File: src/rtl/aes_stream_ctrl.sv
// rtl/aes_stream_ctrl.sv - streaming front/back-end for the pipelined AES_TOP core
//
// Issues plaintext/key pairs to a free-running, unstallable AES core. Each
// block is tracked through the fixed core latency with a valid shift register,
// and every ciphertext is captured into a result FIFO. Credits (inflight +
// queued) never exceed FIFO_DEPTH, so no core result can be lost under
// output backpressure.
//
// Optional feature macro: AES_STREAM_CNT_EN adds blk_in_cnt / blk_out_cnt.
//
// Ports:
//   clk, rst_n             clock, asynchronous active-low reset
//   s_valid/s_ready        input handshake
//   s_data, s_key          plaintext and key (128 bits each)
//   core_datain, core_key  registered operands to the core (0 when idle)
//   core_finalout          ciphertext from the core
//   m_valid/m_ready        output handshake
//   m_data                 ciphertext at the FIFO head
//   busy                   blocks in flight or queued
//   blk_in_cnt             (AES_STREAM_CNT_EN) accepted block count
//   blk_out_cnt            (AES_STREAM_CNT_EN) delivered block count

module aes_stream_ctrl #(
  parameter int CORE_LAT   = 20,
  parameter int FIFO_DEPTH = 32,
  parameter int AW         = 5
) (
  input  logic         clk,
  input  logic         rst_n,
  input  logic         s_valid,
  output logic         s_ready,
  input  logic [127:0] s_data,
  input  logic [127:0] s_key,
  output logic [127:0] core_datain,
  output logic [127:0] core_key,
  input  logic [127:0] core_finalout,
  output logic         m_valid,
  input  logic         m_ready,
  output logic [127:0] m_data,
  output logic         busy
`ifdef AES_STREAM_CNT_EN
  ,
  output logic [31:0]  blk_in_cnt,
  output logic [31:0]  blk_out_cnt
`endif
);

  localparam int CW = AW + 1;

  logic [CORE_LAT+1:0] vld_sr;
  logic [CW-1:0]       inflight;
  logic [CW-1:0]       fcnt;
  logic [AW-1:0]       wptr;
  logic [AW-1:0]       rptr;
  logic [127:0]        mem [FIFO_DEPTH];

  logic                accept;
  logic                res_vld;
  logic                fifo_full;
  logic                wr_en;
  logic                pop;
  logic [CW:0]         occ;

  assign accept    = s_valid & s_ready;
  // Top bit of the tracker: core_finalout holds a real result this cycle.
  assign res_vld   = vld_sr[CORE_LAT+1];
  assign fifo_full = (fcnt == CW'(FIFO_DEPTH));
  assign wr_en     = res_vld & ~fifo_full;
  assign pop       = m_valid & m_ready;

  // Credit check counts blocks still inside the core as already occupying
  // FIFO space; this is what makes the unstallable core safe.
  assign occ       = {1'b0, inflight} + {1'b0, fcnt};
  assign s_ready   = (occ < (CW + 1)'(FIFO_DEPTH));
  assign m_valid   = (fcnt != '0);
  assign m_data    = mem[rptr];
  assign busy      = (inflight != '0) || (fcnt != '0);

  always_ff @(posedge clk or negedge rst_n) begin
    if (!rst_n) begin
      core_datain <= '0;
      core_key    <= '0;
    end else if (accept) begin
      core_datain <= s_data;
      core_key    <= s_key;
    end else begin
      core_datain <= '0;
      core_key    <= '0;
    end
  end

  always_ff @(posedge clk or negedge rst_n) begin
    if (!rst_n) begin
      vld_sr <= '0;
    end else begin
      vld_sr <= {vld_sr[CORE_LAT:0], accept};
    end
  end

  // A result leaving the core releases its inflight credit even in the
  // (never expected) case that the full FIFO drops it.
  always_ff @(posedge clk or negedge rst_n) begin
    if (!rst_n) begin
      inflight <= '0;
    end else begin
      case ({accept, res_vld})
        2'b10:   inflight <= inflight + 1'b1;
        2'b01:   inflight <= inflight - 1'b1;
        default: inflight <= inflight;
      endcase
    end
  end

  always_ff @(posedge clk or negedge rst_n) begin
    if (!rst_n) begin
      fcnt <= '0;
      wptr <= '0;
      rptr <= '0;
    end else begin
      case ({wr_en, pop})
        2'b10:   fcnt <= fcnt + 1'b1;
        2'b01:   fcnt <= fcnt - 1'b1;
        default: fcnt <= fcnt;
      endcase
      if (wr_en) begin
        wptr <= wptr + 1'b1;
      end
      if (pop) begin
        rptr <= rptr + 1'b1;
      end
    end
  end

  // Result storage is deliberately not reset.
  always_ff @(posedge clk) begin
    if (wr_en) begin
      mem[wptr] <= core_finalout;
    end
  end

`ifdef AES_STREAM_CNT_EN
  always_ff @(posedge clk or negedge rst_n) begin
    if (!rst_n) begin
      blk_in_cnt  <= '0;
      blk_out_cnt <= '0;
    end else begin
      if (accept) begin
        blk_in_cnt <= blk_in_cnt + 32'd1;
      end
      if (pop) begin
        blk_out_cnt <= blk_out_cnt + 32'd1;
      end
    end
  end
`endif

`ifndef SYNTHESIS
  a_no_result_drop: assert property (@(posedge clk) disable iff (!rst_n)
    !(res_vld && fifo_full));
`endif

endmodule

File: config.mk
export PLATFORM = sky130hd
export DESIGN_NAME = aes_stream_ctrl
export DESIGN_NICKNAME = d
export VERILOG_FILES = /design/src/rtl/aes_stream_ctrl.sv
export SDC_FILE = /design/constraint.sdc
export NUM_CORES = 2
export LEC_CHECK = 0
export CORE_UTILIZATION = 51
export DETAILED_ROUTE_END_ITERATION = 10
export PLACE_DENSITY = 0.68
export SLEW_MARGIN = 25
export SYNTH_ARGS = -nofsm -noshare
export SYNTH_HDL_FRONTEND = slang
export SYNTH_SLANG_ARGS = --single-unit
File: constraint.sdc
create_clock -name clk -period 18.4 [get_ports clk]
set_input_delay 5.52 -clock clk [delete_from_list [all_inputs] [get_ports clk]]
set_output_delay 5.52 -clock clk [all_outputs]
set_load 0.01 [all_outputs]
; Yosys cells after proc, flatten, opt, wreduce, memory -nomap -nowiden
; Memory sizes are Yosys's and may differ from the RTL's.
; Index checks and enable logic that the tools add are counted.
[word_totals]
register_bits = 300
mem_bits_rw = 4096
output_inout_bits = 387
elab_cells = 36
mem_count = 1
[mem_list]
columns = memory, words, word_bits, rd, rd_clocked_by_memory_dff, wr, line
row1 = mem, 32, 128, 1, 0, 1, 55  ; logic [127:0] mem [FIFO_DEPTH];
[op_classes]
n_addsub = 7
n_lt_le_gt_ge = 1
eq_ne = 5
n_mux = 6
bitwise = 4
n_reduce_logical = 5
[ops]
columns = operator, n
row1 = 128-bit 2-to-1 mux, 2
row2 = 6-bit one-hot mux with 2 select lines, 2
row3 = 6-bit by 1-bit adder with 6-bit output (second input constant), 2
row4 = 6-bit nonzero test, 2
row5 = 6-bit by 1-bit subtractor with 6-bit output (second input constant), 2
row6 = 5-bit by 1-bit adder with 5-bit output (second input constant), 2
row7 = 6-bit by 6-bit adder with 7-bit output, 1
row8 = 7-bit by 6-bit less-than comparator with 1-bit output (second input constant), 1
row9 = 6-bit == test (second input constant), 1
row10 = 2-bit by 1-bit == test with 1-bit output (second input constant), 2
row11 = 2-bit == test (second input constant), 2
row12 = 2-bit nonzero test, 2
row13 = 1-bit AND, 3
row14 = 1-bit 2-to-1 mux, 2
row15 = 1-bit logical OR, 1
row16 = 1-bit NOT, 1

; Longest topological paths before layout
[logic_depth]
ltp_word = 5
ltp_mapped = 14
ltp_nobuf = 12

; Worst setup path after synthesis
; Ideal clock, no wire load.
[synth_timing]
path_kind = input to register
from = input port m_ready
to = register fcnt[5]
setup_ps = 123
arrival_time_ps = 7553
required_time_ps = 18277
setup_slack_ps = 10725
stages = 8
path_buffers = 0
path_cell_list = inv_1 a31oi_1 ha_1 ha_1 nor4bb_1 a311o_1 or3b_2 xnor2_1
[synth_between]
elab_chain_len = 3
word_cells_on_any_way = 5
cone_classes = eq/ne (2) / mux (1) / bitwise (1) / reduce/logical (1)
[synth_lines]
columns = element, line
row1 = start: declaration, 38  ; input logic m_ready,
row2 = 1-bit AND (*), 69  ; assign pop = m_valid & m_ready;
row3 = named net pop, 61  ; logic pop;
row4 = 2-bit by 1-bit == test with 1-bit output / 2-bit == test (equally long branches), 120  ; case ({wr_en, pop})
row5 = 6-bit one-hot mux with 2 select lines / 2-bit nonzero test (equally long branches), n/a
row6 = end signal: assignment, 121  ; 2'b10: fcnt <= fcnt + 1'b1;
row7 = end signal: assignment, 122  ; 2'b01: fcnt <= fcnt - 1'b1;
row8 = end signal: assignment, 123  ; default: fcnt <= fcnt;
row9 = end: declaration, 52  ; logic [CW-1:0] fcnt;
; Mark *: on every way through the listed nets, which the timed path passes. The rest lies on a longest branch.
; A chain may end at the register's enable or synchronous reset.

; Worst setup path after layout
[layout_timing]
from = register rptr[1]
to = output port m_data[105]
[layout_between]
elab_chain_len = 1
[layout_lines]
columns = element, line
row1 = start: declaration, 54  ; logic [AW-1:0] rptr;
row2 = start signal: assignment, 129  ; rptr <= rptr + 1'b1;
row3 = memory 32 x 128 bit, n/a
row4 = end: declaration, 39  ; output logic [127:0] m_data,
; Every way passes these cells.

==> metrics.txt <==
Lkg Pwr=63.9 nW; number of port buffers=774; Initial Utilization=51.3%; global placer's final weighted congestion=between 0.9 and 1; #FFs+latches synth=4396; Worst setup SP type=register; Skew-Pair Late Insertion Delay=990 ps; post-CTS setup buffers=0; achievable clock frequency=84.6 MHz; Critical Path Fanout Max=between 100 and 150; Clock Pin Slew Worst Setup and Hold Paths=60 ps; post-layout util=59.7%; outcome=finished clean; Post-DP HPWL=234000 µm; Placed Area=178000 µm²; die width=571 µm; Mapped Area=165000 µm²; average footprint of a synthesized cell=20.7 µm²; setup_tns=0 ps; peak supply drop=210 µV; main flop type after synthesis=edfxtp_1; DP Worst Slack=7540 ps; CTS Hold Bufs=0; RSZ-0062 raised after global routing=no; number of buffers created by CTS=435; via count=85600; Ports=775; WL/cell=34.2 µm; Crit. End Element=primary output; minimum clock period=~12000 ps; Total Wirelength=465000 µm; final routed DRC violation total=0; Fin. Hold Viols=0; first-pass GRT wire length=649000 µm; Hold/Removal Path Class=register to register; relative slew slack=22.3%; final period utilization=64.3%; synth unique cells=52; number of synthesized flops with an enable pin=4096; Congestion Overflow GR=0; Iteration-0 DRC Markers=11100; Ys Warns=0; Worst-Margin Slew=1170 ps; Critical Path RT=about 13000 ps; CTS resizes=0; PwrDens=147 nW/µm²; final net count=9300; Core Box Area=about 320000 µm²; vias in the first global route=84700; Max Cap Violations=0; setup violators final=0; Clock Tree Buf Depth=4; crit path DAT=6300 ps; post-layout power=approximately 0.028 W; antenna violations before repair=93; Routed Antenna Nets=0; P&R area growth vs syn=16.3%; post-synth net total=8390; leading post-synthesis cells by cell area=edfxtp_1 (75%), mux4_2 (7.0%), mux2i_1 (6.2%); CTS tree=built; Async SR Flop Fraction=under 10%; share of the synthesized area in the top cell type=74.6%; Slew Limit Fails=0; layout cell share with drive strength beyond 1=between 10% and 20%; final setup margin=6580 ps; post-synth top area cell=edfxtp_1; H-tree depth=5; row count=208; Die Area=326000 µm²; clk root buf=clkbuf_16; clock sinks=4396; Chip Height=approximately 570 µm; Pre-Repair DR Iteration Count=6; final instance area=192000 µm²; clock skew=between 50 and 60 ps; Reg2Reg Setup Slack=13850 ps; Via-to-Cell Ratio=6.29; Seq/Total Area, Yosys=79.1%; synthesized instance count=about 8000; filler instances=roughly 23000; GRT Total Usage=between 20% and 30%; CP Class=register to primary output; largest net degree at the start of global routing=152
critical path, stage by stage (launching register included):
cell and delay, ps:
dfrtp_4 990, buf_4 740, buf_12 400, buf_16 500
buf_4 730, mux4_2 410, a22oi_1 220, nand4_1 420
clkdlybuf4s50_1 620
cells by family (layout without fill, tap and decap cells):
logic type	count (synthesis)	count (layout)	synth area share [%]
DFF	4396	4396	79.1
muxes	1538	1538	13.2
AOI/OAI and AO/OA	801	801	3.64
and+or+nand+nor	730	730	2.51
buffers and inverters	482	1759	1.28
adders and majority gates	19	19	0.149
xor gates and xnor gates	17	17	0.0903
other	0	42	0
sequential cells by signal, indices dropped and copies added, names as in the netlist:
register	cells
mem	4096
core_datain	128
core_key	128
vld_sr	22
fcnt	6
inflight	6
rptr	5
wptr	5
synthesized netlist by cell type (2+ instances only):
cell type,instances
a22oi_1,768
nand3b_1,3
nor2b_1,7
buf_1,22
buf_2,203
xor2_1,4
o31ai_1,2
or3_1,2
nand4_1,132
buf_4,4
clkbuf_2,22
nor4_1,3
clkbuf_1,216
a31oi_1,3
a211o_1,2
nand2_1,15
inv_1,15
o2111ai_1,2
mux2i_1,1024
nor3b_1,2
a211oi_1,2
o21ai_0,9
mux4_2,512
nor2_1,37
nand3_1,259
xnor2_1,13
edfxtp_1,4096
a21o_1,2
dfrtp_1,300
ha_1,18
and2_1,257
a21oi_1,3
mux2_2,2
or3b_2,3
and3b_1,2
layout by cell type (no fill, tap or decap), types with 11 or more instances in the layout:
| cell | count |
|---|---|
| nand2_1 | 15 |
| bufinv_16 | 30 |
| buf_2 | 33 |
| nand4_1 | 132 |
| clkinvlp_4 | 16 |
| buf_4 | 123 |
| nor2_4 | 35 |
| and2_1 | 256 |
| clkbuf_16 | 439 |
| a22oi_1 | 768 |
| nand3_1 | 259 |
| mux4_2 | 512 |
| dfrtp_1 | 298 |
| edfxtp_1 | 4096 |
| buf_12 | 28 |
| inv_1 | 15 |
| clkbuf_8 | 11 |
| xnor2_1 | 13 |
| mux2i_1 | 1024 |
| clkbuf_1 | 93 |
| diode_2 | 42 |
| ha_1 | 18 |
| clkinv_1 | 104 |
| clkinv_2 | 76 |
| clkdlybuf4s50_1 | 740 |
cell type report:
| class | instances | area [µm²] | share of cell area [%] |
|---|---|---|---|
| multi-input cells | 3105 | 32700 | 17.0 |
| flip-flops and latches | 4396 | 131000 | 68.0 |
| inverters | 15 | 56.3 | 0.0293 |
| well taps | 4305 | 5390 | 2.81 |
| diodes | 42 | 105 | 0.0548 |
| clock inverters | 261 | 2320 | 1.21 |
| repair buffers | 940 | 9350 | 4.87 |
| clock buffers | 543 | 11500 | 5.99 |
report_power, final:
| group | internal, W | total [W] | switching (W) | leakage (nW) |
|---|---|---|---|---|
| sequential | 0.0113 | 0.0115 | 0.000198 | 40.9 |
| clock | 0.00485 | 0.00860 | 0.00375 | 6.72 |
| combinational | 0.00337 | 0.00817 | 0.00481 | 16.3 |
final timing paths:
check,to,cells past startpoint,start
setup / recovery,m_data[105],8,rptr[1]
hold reg to reg,vld_sr[4],0,vld_sr[3]
setup reg to reg,core_datain[59],7,inflight[4]
min in group asynchronous,core_key[99],1,rst_n
max in group asynchronous,core_key[48],4,rst_n
hold / removal,vld_sr[4],0,vld_sr[3]
stage by stage:
step	instances	hold slack, ps
2_1_floorplan	7983	331
3_5_place_dp	12800	335
6_report	13600	341
5_1_grt	13600	339
3_3_place_gp	12800	334
4_1_cts	13600	340
metal layers:
layer | vias up | track usage (%) | share of wire [%]
li1 | 34800 | - | -
met1 | 45300 | 38.3 | 38
met2 | 4687 | 46.6 | 49
met3 | 759 | 5.59 | 9.7
met4 | 48 | 9.30 | 3.2
met5 | - | 0 | 0.069
Power figures use the tool's default switching activity.
